<file path="src/rtl/ahb_slave_regfile.sv">
// ----------------------------------------------------------------------------
// ahb_slave_regfile
//
// AHB-Lite responder holding NUM_REGS 32-bit registers. Each data phase
// takes WAIT_CYCLES+1 cycles. The slave accepts byte, halfword and word
// writes and always returns a full word on reads.
//
// Optional feature macro: AHB_SLV_ERR_EN
//   When defined, the following accesses are illegal and take the two-cycle
//   ERROR response: an out-of-range index, a size above word, or a misaligned
//   half or word access. Illegal accesses leave the registers unchanged.
//   When undefined, the error states are not built. Out-of-range reads
//   return 0 and out-of-range writes are ignored. A size above word is
//   treated as a word, and misaligned accesses use the lane rules with the
//   low address bits masked.
//
// Parameters:
//   NUM_REGS     number of registers (1..2**ADDR_W)
//   ADDR_W       word-index width, index = sl_HADDR[ADDR_W+1:2]
//   WAIT_CYCLES  wait states inserted per data phase (0..15)
//
// Ports:
//   HCLK           clock, rising edge
//   HRESET         synchronous active-high reset
//   sl_HSEL        slave select from the address decoder
//   sl_HREADY      bus-level HREADY (muxed response of the active slave)
//   sl_HTRANS      IDLE=00, BUSY=01, NONSEQ=10, SEQ=11
//   sl_HBURST      burst type (ignored)
//   sl_HSIZE       0=byte, 1=half, 2=word
//   sl_HADDR       byte address
//   sl_HWRITE      1=write
//   sl_HWDATA      write data (data phase)
//   out_sl_HREADY  slave ready
//   out_sl_HRESP   OKAY=00, ERROR=01
//   out_sl_HRDATA  read data
// ----------------------------------------------------------------------------
module ahb_slave_regfile #(
    parameter int NUM_REGS    = 12,
    parameter int ADDR_W      = 4,
    parameter int WAIT_CYCLES = 0
) (
    input  logic        HCLK,
    input  logic        HRESET,
    input  logic        sl_HSEL,
    input  logic        sl_HREADY,
    input  logic [1:0]  sl_HTRANS,
    input  logic [2:0]  sl_HBURST,
    input  logic [2:0]  sl_HSIZE,
    input  logic [31:0] sl_HADDR,
    input  logic        sl_HWRITE,
    input  logic [31:0] sl_HWDATA,
    output logic        out_sl_HREADY,
    output logic [1:0]  out_sl_HRESP,
    output logic [31:0] out_sl_HRDATA
);

    localparam logic [1:0] RESP_OKAY  = 2'b00;
    localparam logic [1:0] RESP_ERROR = 2'b01;

    typedef enum logic [2:0] {
        S_IDLE,
        S_WAIT,
`ifdef AHB_SLV_ERR_EN
        S_DATA,
        S_ERR1,
        S_ERR2
`else
        S_DATA
`endif
    } state_t;

    state_t            state_q, state_d;
    logic [3:0]        cnt_q, cnt_d;
    logic [ADDR_W-1:0] idx_q, idx_d;
    logic [1:0]        low_q, low_d;
    logic [2:0]        size_q, size_d;
    logic              write_q, write_d;
    logic [31:0]       regs_q [NUM_REGS];
    logic [31:0]       regs_d [NUM_REGS];

    logic              accept;
    logic [ADDR_W-1:0] reqIdx;
    logic [3:0]        laneEn;
    logic [31:0]       readWord;
    state_t            directState;
    state_t            waitExitState;
    logic              unusedBits;

    assign accept = sl_HSEL & sl_HREADY & sl_HTRANS[1];
    assign reqIdx = sl_HADDR[ADDR_W+1:2];

    // The burst type, the BUSY/SEQ distinction and the upper address bits
    // carry no meaning for this slave. Each beat is decoded on its own.
    assign unusedBits = ^{sl_HBURST, sl_HTRANS[0], sl_HADDR[31:ADDR_W+2]};

`ifdef AHB_SLV_ERR_EN
    logic reqIllegal;
    logic illegal_q, illegal_d;

    assign reqIllegal = ({1'b0, reqIdx} >= (ADDR_W+1)'(NUM_REGS))
                        || (sl_HSIZE > 3'd2)
                        || ((sl_HSIZE == 3'd1) && sl_HADDR[0])
                        || ((sl_HSIZE == 3'd2) && (sl_HADDR[1:0] != 2'b00));

    // The illegal verdict is taken at accept and held through any wait
    // states, so the ERROR response starts once the waits have run out.
    assign directState   = reqIllegal ? S_ERR1 : S_DATA;
    assign waitExitState = illegal_q ? S_ERR1 : S_DATA;

    always_comb begin
        illegal_d = illegal_q;
        if (accept && (state_q == S_IDLE || state_q == S_DATA || state_q == S_ERR2)) begin
            illegal_d = reqIllegal;
        end
    end

    always_ff @(posedge HCLK) begin
        if (HRESET) begin
            illegal_q <= 1'b0;
        end else begin
            illegal_q <= illegal_d;
        end
    end
`else
    assign directState   = S_DATA;
    assign waitExitState = S_DATA;
`endif

    // Little-endian byte lanes. A size above word falls into the word case.
    always_comb begin
        laneEn = 4'b0000;
        case (size_q)
            3'd0:    laneEn = 4'b0001 << low_q;
            3'd1:    laneEn = low_q[1] ? 4'b1100 : 4'b0011;
            default: laneEn = 4'b1111;
        endcase
    end

    // Indexes with no backing register read as zero.
    always_comb begin
        readWord = '0;
        for (int i = 0; i < NUM_REGS; i++) begin
            if (idx_q == ADDR_W'(i)) begin
                readWord = regs_q[i];
            end
        end
    end

    // Write data arrives during the data phase, so it is committed at the
    // edge that ends S_DATA. A read pipelined right behind it sees the new
    // value. Out-of-range indexes match no register, so the write is lost.
    always_comb begin
        regs_d = regs_q;
        if (state_q == S_DATA && write_q) begin
            for (int i = 0; i < NUM_REGS; i++) begin
                if (idx_q == ADDR_W'(i)) begin
                    for (int b = 0; b < 4; b++) begin
                        if (laneEn[b]) begin
                            regs_d[i][8*b +: 8] = sl_HWDATA[8*b +: 8];
                        end
                    end
                end
            end
        end
    end

    // Next state and bus outputs. The states that end a data phase
    // (IDLE, DATA, ERR2) can also open the next one. This keeps pipelined
    // transfers going at one per WAIT_CYCLES+1 cycles.
    always_comb begin
        state_d       = state_q;
        cnt_d         = cnt_q;
        idx_d         = idx_q;
        low_d         = low_q;
        size_d        = size_q;
        write_d       = write_q;
        out_sl_HREADY = 1'b1;
        out_sl_HRESP  = RESP_OKAY;
        out_sl_HRDATA = '0;

        case (state_q)
            S_IDLE: begin
                state_d = S_IDLE;
            end
            S_WAIT: begin
                out_sl_HREADY = 1'b0;
                cnt_d         = cnt_q - 4'd1;
                if (cnt_q == 4'd1) begin
                    state_d = waitExitState;
                end
            end
            S_DATA: begin
                state_d = S_IDLE;
                if (!write_q) begin
                    out_sl_HRDATA = readWord;
                end
            end
`ifdef AHB_SLV_ERR_EN
            S_ERR1: begin
                out_sl_HREADY = 1'b0;
                out_sl_HRESP  = RESP_ERROR;
                state_d       = S_ERR2;
            end
            S_ERR2: begin
                out_sl_HRESP = RESP_ERROR;
                state_d      = S_IDLE;
            end
`endif
            default: begin
                state_d = S_IDLE;
            end
        endcase

        if (accept && (state_q != S_WAIT)
`ifdef AHB_SLV_ERR_EN
            && (state_q != S_ERR1)
`endif
            ) begin
            idx_d   = reqIdx;
            low_d   = sl_HADDR[1:0];
            size_d  = sl_HSIZE;
            write_d = sl_HWRITE;
            cnt_d   = 4'(WAIT_CYCLES);
            state_d = (WAIT_CYCLES > 0) ? S_WAIT : directState;
        end
    end

    always_ff @(posedge HCLK) begin
        if (HRESET) begin
            state_q <= S_IDLE;
            cnt_q   <= '0;
            idx_q   <= '0;
            low_q   <= '0;
            size_q  <= '0;
            write_q <= 1'b0;
            regs_q  <= '{default: '0};
        end else begin
            state_q <= state_d;
            cnt_q   <= cnt_d;
            idx_q   <= idx_d;
            low_q   <= low_d;
            size_q  <= size_d;
            write_q <= write_d;
            regs_q  <= regs_d;
        end
    end

endmodule

</file>
<file path="config.mk">
export PLATFORM = sky130hd
export DESIGN_NAME = ahb_slave_regfile
export DESIGN_NICKNAME = d
export VERILOG_FILES = /design/src/rtl/ahb_slave_regfile.sv
export SDC_FILE = /design/constraint.sdc
export NUM_CORES = 1
export LEC_CHECK = 0
export ABC_AREA = 0
export BUFFER_PORTS_ARGS = -buffer_cell sky130_fd_sc_hd__buf_2
export CAP_MARGIN = 20
export CORE_ASPECT_RATIO = 1.75
export CORE_MARGIN = 4
export CORE_UTILIZATION = 45
export CTS_CLUSTER_SIZE = 14
export DETAILED_ROUTE_END_ITERATION = 8
export HOLD_SLACK_MARGIN = 0.12
export PLACE_DENSITY = 0.7
export SYNTH_ARGS = -nofsm -noshare
export SYNTH_HDL_FRONTEND = slang
export SYNTH_SLANG_ARGS = --single-unit
export TNS_END_PERCENT = 50
</file>
<file path="constraint.sdc">
create_clock -name HCLK -period 3.1 [get_ports HCLK]
set_input_delay 0.465 -clock HCLK [delete_from_list [all_inputs] [get_ports HCLK]]
set_output_delay 0.465 -clock HCLK [all_outputs]
set_load 0.02 [all_outputs]
</file>
-- Yosys cells after proc, flatten, opt, wreduce, memory -nomap -nowiden
Index checks and enable logic that the tools add are counted.
- eq/ne operators: 12
- shifts and indexed selects: 1
- mux-type cells: 17
- bitwise gates (word level): 2
- reduce and logical (&&, ||, !) cells: 51
- operator list (cell ; count):
    32-bit 2-to-1 mux ; 14
    3-bit AND reduction ; 48
    4-bit by 3-bit == test with 1-bit output (second input constant) ; 4
    4-bit == test (second input constant) ; 4
    4-bit by 2-bit == test with 1-bit output (second input constant) ; 2
    4-bit one-hot mux with 2 select lines ; 1
    4-bit by 1-bit == test with 1-bit output (second input constant) ; 1
    4-bit zero test ; 1
    4-bit 2-to-1 mux ; 1
    1-bit by 2-bit << shifter with 4-bit output (first input constant) ; 1
    3-bit by 1-bit == test with 1-bit output (second input constant) ; 1
    3-bit zero test ; 1
    1-bit AND ; 2
    2-bit 2-to-1 mux ; 1
    1-bit logical AND ; 1
- logic and storage cells: 136
- input bits: 77
- bits in registers: 395

-- Longest topological paths before layout
Gate-level depths: netlist of the first run.
- depth in word-level cells: 15
- gate-level depth with buffers: 8
- gate-level depth less buffers: 5

-- Worst setup path before layout of the first run
OpenSTA, ideal clock, no wires.
- path kind: reg2out
- start: register idx_q[2]
- end: output port out_sl_HRDATA[10]
- required time: 2635 ps
- arrival time: 1882 ps
- setup slack: 753 ps
- cell stages (with the launch flop): 8
- cells stage by stage: dfxtp_1 buf_6 or3_1 buf_2 buf_6 o221ai_1 a222oi_1 a211oi_1
- word-level cells in the longest chain between the ends: 15
- elaborated cells on any way between the ends: 26
- classes of those cells: eq/ne: 11; mux: 14; reduce/logical: 1
- ends and longest elaborated chain (element ; line ; source):
    from (decl) ; 74 ; logic [ADDR_W-1:0] idx_q, idx_d;
    from (signal assigned) ; 240 ; idx_q <= idx_d;
    4-bit zero test ; 143 ; if (idx_q == ADDR_W'(i)) begin
    32-bit 2-to-1 mux (11 in a row) ; 143 ;
    32-bit 2-to-1 mux * ; 143 ;
    32-bit 2-to-1 mux * ; 194 ; if (!write_q) begin
    32-bit 2-to-1 mux * ; 181 ; case (state_q)
    to (decl) ; 54 ; output logic [31:0] out_sl_HRDATA
Every way passes the cells marked *; elsewhere a longest branch is shown, timed or not.

-- Worst setup path after layout of the first run
- start: register idx_q[1]
- end: output port out_sl_HRDATA[10]
The elaborated chain is that of the path after synthesis.

==> impl_results.md, run 1 <==
* DRT Pass-1 Iters at 7
* Clock period minus worst slack at 3.094 ns
* Worst path cell trace: buf_12, mux2i_1, a21oi_1, a222oi_1, a211oi_2, buf_2
* Die area at 0.04517 sq mm
* Post-synthesis cell type count at 51
* Post-synth top area share at 0.4212
* GRT Total Usage at 0.2521
* Worst slew pin tran at 0.9451 ns
* Post-Syn Instances at 2,321
* Layout area overhead at 12.52%
* Synth cell count leaders: dfxtp_1, a21oi_1, nand2_1
* Count leader, synth: dfxtp_1
* Sequential area share after synthesis at 0.4212
* Combinational group share of total power at 0.067
* Final setup violation count at 0
* Net Sw Power at 0.002432 W
* Max_cap viols at 0
* Yosys top cell by area: dfxtp_1
* Required time worst endpoint at 2.63 ns
* Critical path's slowest cell: a222oi_1
* Slew headroom at 0.3699
* Synth area leaders: dfxtp_1, mux2i_1, a21oi_1
* Port buffer count at 78
* CTS tree: built
* Sequential share of power at 0.499
* Max Clock Skew at 0.009585 ns
* DRT iter0 DRCs at 1,941
* # DRC at 0
* Vias per inst at 6.030
* Worst-skew pair later-pin latency at 0.53 ns
* Filler cells at 3,780
* Static Leak at 7.659 nW
* First-pass GRT wire length at 91,930 um
* Placer congestion estimate at 0.9114
* Total wire length at 59,740 um
* Largest net degree at the start of global routing at 114
* Cell area after synthesis at 0.01877 sq mm
* EDFF count, synth at 0
* Delay-heaviest family, CP: compound AO/OA/AOI/OAI gates
* Die X at 162.4 um
* Synth Register Bits at 395
* Clock power frac at 0.433
* Setup slack after layout at 0.006081 ns
* Peak supply drop at 0.3569 mV
* Worst slack at placement at 0.2609 ns
* CTS H-Tree Depth at 2
* Row cnt at 98
* DP HPWL at 39,140 um
* Cell Int Power at 0.007753 W
* CTS root buffer: clkbuf_16
* Fin crit share at 0.9980
* Total gr overflow at 0
* Core area at 0.04108 sq mm
* Die Y at 278.2 um
* Clock sink total at 395
* Largest stage delay, worst path at 0.61 ns
* Top FF cell, synth: dfxtp_1
* Avg Cell Area, Syn at 8.088 sq um
* Crit Path Max Fanout at 50
* Hold Path Class: input port to flop
* PwrDens at 482.2 mW/mm^2
* Switching share of power at 0.2388
* Critical Path Sink Type: primary output
* CP Launch Type: flop
* Initial antenna violation count at 1
* Crit path buffers/inverters at 2
* Final Max Slew Viols at 0
* Post-Route Setup TNS at 0 ns
* Post-synth ARST share at 0
* Fin. Hold Viols at 0
* CP arrival at 2.63 ns
* Power, Total at 0.01018 W
* Layout cells sized above 1 at 0.1322
* Setup CP Type: flop to primary output
* Vias in the first global route at 16,555
* CTS clk-pin slew, worst paths at 0.06 ns
* WL/cell at 20.74 um
* Initial Utilization at 0.4570
* Warnings from Yosys at 0
* Clock buffer depth at 3
* Multi-input logic area at 0.009955 sq mm
* # IOs at 112
* FF/Latch Area at 0.007918 sq mm
* RSZ-0062 raised after global routing: yes
* Highest Clock Rate at 323.2 MHz
* Status: finished clean
* # nets final at 2,387
* Antenna viol nets, final at 0
* Total CTS buffers at 36
* Vias at 17,365
[logic make-up after synthesis]
| group | after synthesis | share of synthesized area |
|---|---|---|
| muxes | 255 | 0.1366 |
| and+or+nand+nor | 623 | 0.1428 |
| buffers and inverters | 228 | 0.05599 |
| DFF | 395 | 0.4212 |
| other | 2 | 0.0004001 |
| AOI/OAI and AO/OA | 818 | 0.2430 |
[registers in the layout, summed over array words and instances (netlist names)]
name	cells
idx_q	4
write_q	1
low_q	2
state_q	1
regs_q	384
size_q	3
[cell type report]
type	instances	area share
clock buffers	53	0.05142
multi-input cells	1699	0.4713
well taps	550	0.03258
flip-flops and latches	395	0.3748
inverters	2	0.0003554
diodes	1	0.0001185
repair buffers	176	0.06729
clock inverters	4	0.002132
[power by group through the flow]
stage	Combinational [W]	Clock, W	Sequential, W
4_1_cts	0.000660	0.00445	0.00509
2_1_floorplan	0.000425	0	0.00520
5_1_grt	0.000724	0.00464	0.00508
3_5_place_dp	0.000633	0	0.00520
6_report	0.000686	0.00441	0.00509
3_3_place_gp	0.000624	0	0.00520
[per-layer routing]
metal  up-vias  GRT usage  wire (um)
li1       8104          -          -
met1      8330     0.2877      21560
met2       731     0.4400      30230
met3       200    0.03215       3832
met4         0     0.1608       4118
met5         -          0          0
[stage by stage]
step	hold slack, ns	cells	cell area [sq um]	utilization
after CTS	0.1579	2874	21020	0.5117
after global routing	0.1983	2879	21120	0.5142
after floorplan	0.4363	2322	18780	-
after detailed placement	0.4562	2808	19660	0.4786
after global placement	0.4468	2808	19660	0.4786
final	0.1740	2880	21120	0.5142
[layout by cell type, fill, tap and decap left out, types with 26 or more instances in the layout]
| master | synthesis | final |
|---|---|---|
| o21ai_0 | 313 | 313 |
| buf_2 | 41 | 76 |
| dfxtp_1 | 395 | 391 |
| and2_1 | 26 | 26 |
| buf_4 | 28 | 74 |
| mux2i_1 | 246 | 246 |
| nand2_1 | 347 | 347 |
| a21oi_1 | 370 | 370 |
| nor2_1 | 172 | 172 |
| clkbuf_16 | 0 | 38 |
[tightest hold or removal path: cells and delay by family]
kind                   cells  cell delay, ns
AOI/OAI and AO/OA          1            0.05
buffers and inverters      1            0.10
and+or+nand+nor            1            0.04
[worst paths after layout]
kind	startpoint	endpoint	slack [ns]	cells after the start
max	idx_q[1]	out_sl_HRDATA[10]	0.006	6
min	sl_HADDR[0]	low_q[0]	0.17	3
max reg2reg	idx_q[0]	regs_q[202]	0.43	9
min reg2reg	size_q[2]	size_q[2]	0.47	2
[repair_timing]
item,CTS,global route
hold buffers,0,0
resized for setup,25,12
buffers inserted,8,4
pin swaps,1,3
gates cloned,1,1
setup endpoints to repair,28,19
No activity file was read; power rests on OpenSTA's default activity.
==> run 2: changes to the inputs <==
--- a/config.mk
+++ b/config.mk
@@ -9,7 +9,7 @@
 export BUFFER_PORTS_ARGS = -buffer_cell sky130_fd_sc_hd__buf_2
 export CAP_MARGIN = 20
 export CORE_ASPECT_RATIO = 1.75
-export CORE_MARGIN = 4
+export CORE_MARGIN = 3
 export CORE_UTILIZATION = 45
 export CTS_CLUSTER_SIZE = 14
 export DETAILED_ROUTE_END_ITERATION = 8
==> run 2 against run 1 <==
Effect of this change:
- the run now ends with negative setup slack left
- final cell count fell by 0.35%
- clock power barely moved
- routed wire length rose by 0.53%
- critical path type unchanged
- die area fell by 1.9%
- clock skew rose by 0.0045 ns
- largest power group unchanged
- global-route usage rose by 0.80 points
- largest cell class unchanged
- first-iteration DRC count fell by 7.9%
==> impl_results.md, run 2 (same netlist as run 1, synthesis figures left out) <==
* DP HPWL at 39,180 um (+0.12%)
* Reg with most FFs: regs_q
* Placer congestion estimate at 0.8877 (-2.6%)
* Hold Path Class: input port to flop
* Worst-skew pair later-pin latency at 0.54 ns (about the same)
* Clock buffer depth at 3 (unchanged)
* Placed Instances at 2,796 (-0.43%)
* Critical Path Sink Type: primary output
* Total gr overflow at 0 (unchanged)
* Highest Clock Rate at 321.9 MHz (-0.41%)
* Clock sink total at 395 (unchanged)
* Worst slew pin tran at 0.8031 ns (-0.1420 ns)
* Layout cells sized above 1 at 0.1310 (-0.001211)
* Max reg flops at 384 (unchanged)
* Slew headroom at 0.4646 (+0.09467)
* Static Leak at 7.586 nW (-0.95%)
* Die X at 160.4 um (-1.2%)
* Worst slack at placement at 0.2208 ns (-0.04002 ns)
* Fin. Hold Viols at 0 (unchanged)
* CTS H-Tree Depth at 2 (unchanged)
* Die Y at 276.2 um (-0.72%)
* Worst hold slack at 0.1703 ns (-0.003740 ns)
* WL/cell at 20.93 um (+0.88%)
* Most common cell after layout, fill and taps aside: dfxtp_1
* Total CTS buffers at 37 (+2.8%)
* Layout area overhead at 11.71%
* Status: finished with violations
* CP Launch Type: flop
* Clock period minus worst slack at 3.107 ns (+0.01262 ns)
* Total wire length at 60,060 um (+0.53%)
* Port buffer count at 78 (unchanged)
* Vias in the first global route at 16,985 (+2.6%)
* Peak supply drop at 0.3715 mV (+4.1%)
* Final Max Slew Viols at 0 (unchanged)
* Row cnt at 98 (unchanged)
* # nets final at 2,376 (-0.46%)
* Max Clock Skew at 0.01412 ns (+0.004531 ns)
* Setup slack after layout at -0.006535 ns (-0.01262 ns)
* Vias per inst at 6.008 (-0.36%)
* Design area at 0.02097 sq mm (-0.72%)
* Die area at 0.04430 sq mm (-1.9%)
* Largest net degree at the start of global routing at 114 (unchanged)
* RSZ-0062 raised after global routing: yes
* Antenna viol nets, final at 0 (unchanged)
* Fin crit share at 1.002 (+0.004070)
* GRT Total Usage at 0.2601 (+0.007967)
* CTS Hold Bufs at 0 (unchanged)
* Post-place instance area at 0.01949 sq mm (-0.84%)
* # DRC at 0 (unchanged)
* Initial Utilization at 0.4570 (unchanged)
* PwrDens at 485.6 mW/mm^2 (+0.71%)
* Required time worst endpoint at 2.63 ns (about the same)
* DRT iter0 DRCs at 1,787 (-7.9%)
* Violated checks: negative setup slack
* Post-Layout Cell Count at 2,870 (-0.35%)
* Final setup violation count at 3 (+3)
* CTS clk-pin slew, worst paths at 0.07 ns (about the same)
* Crit Path Max Fanout at 10 (-80%)
* CP arrival at 2.64 ns (about the same)
* First-pass GRT wire length at 93,470 um (+1.7%)
* DRT Pass-1 Iters at 7 (unchanged)
* # IOs at 112 (unchanged)
* Commonest non-fill, non-tap cells in the layout: dfxtp_1, a21oi_1, nand2_1, o21ai_0, mux2i_1
* Core area at 0.04108 sq mm (unchanged)
* Setup CP Type: flop to primary output
* CTS root buffer: clkbuf_16
* Max_cap viols at 0 (unchanged)
* CTS tree: built
* Ant diodes at 0 (-1)
* Top flop regs: regs_q (384), idx_q (4), size_q (3)
* Vias at 17,242 (-0.71%)
* Initial antenna violation count at 1 (unchanged)
[run 2: changes by cell type in the layout (fill, tap and decap cells not counted), sizes merged]
cell	previous run	this run
diode	1	0
clkbuf	54	49
buf	174	163
clkinv	3	10
bufinv	1	0
inv	2	3
[run 2: critical path, cell delays in order, from the launching register on]
cell and delay [ns]:
dfxtp_1 0.34, buf_4 0.18, nand2b_1 0.52, a21oi_1 0.30
nor3_1 0.11, o31ai_1 0.39, buf_2 0.25
[run 2: cell type report]
type	count	area (sq um)
Clock buffer	49	1064
Clock inverter	11	70.07
Fill cell	3820	20110
Inverter	2	7.507
Multi-Input combinational cell	1699	9968
Sequential cell	395	7916
Tap cell	550	688.2
Timing Repair Buffer	164	1256
[run 2: metal layers]
| metal | part of all wire | GRT usage |
|---|---|---|
| met5 | 0.00022 | 0 |
| met4 | 0.069 | 0.1686 |
| met3 | 0.056 | 0.03148 |
| met2 | 0.51 | 0.4653 |
| met1 | 0.37 | 0.2868 |
[run 2: final timing paths]
check | cells after the start | endpoint | slack (ns) | start
setup / recovery | 6 | out_sl_HRDATA[9] | -0.007 | idx_q[3]
hold reg to reg | 2 | size_q[1] | 0.46 | size_q[1]
setup reg to reg | 6 | regs_q[112] | 0.59 | idx_q[1]
hold / removal | 3 | low_q[0] | 0.17 | sl_HADDR[0]
[run 2: report_power, final]
part           total, W  switching, W  internal (W)  leakage, nW
sequential      0.00508    0.00000695       0.00508         3.18
combinational  0.000681      0.000507      0.000174         3.83
clock           0.00442       0.00201       0.00241        0.569
total            0.0102       0.00252       0.00766         7.59
[run 2: per-stage QoR]
stage	util	setup TNS [ns]	total power, W
6_report	0.5105	-0.01226	0.01018
3_5_place_dp	0.4745	0	0.005830
3_3_place_gp	0.4745	0	0.005822
5_1_grt	0.5105	-0.4939	0.01044
4_1_cts	0.5078	-0.4871	0.01020
2_1_floorplan	-	0	0.005621
[run 2: timing repair]
item	CTS	global route
gates resized for setup	16	37
setup buffers	12	3
setup endpoints to repair	28	27
cloned	2	0
pin swaps	2	16
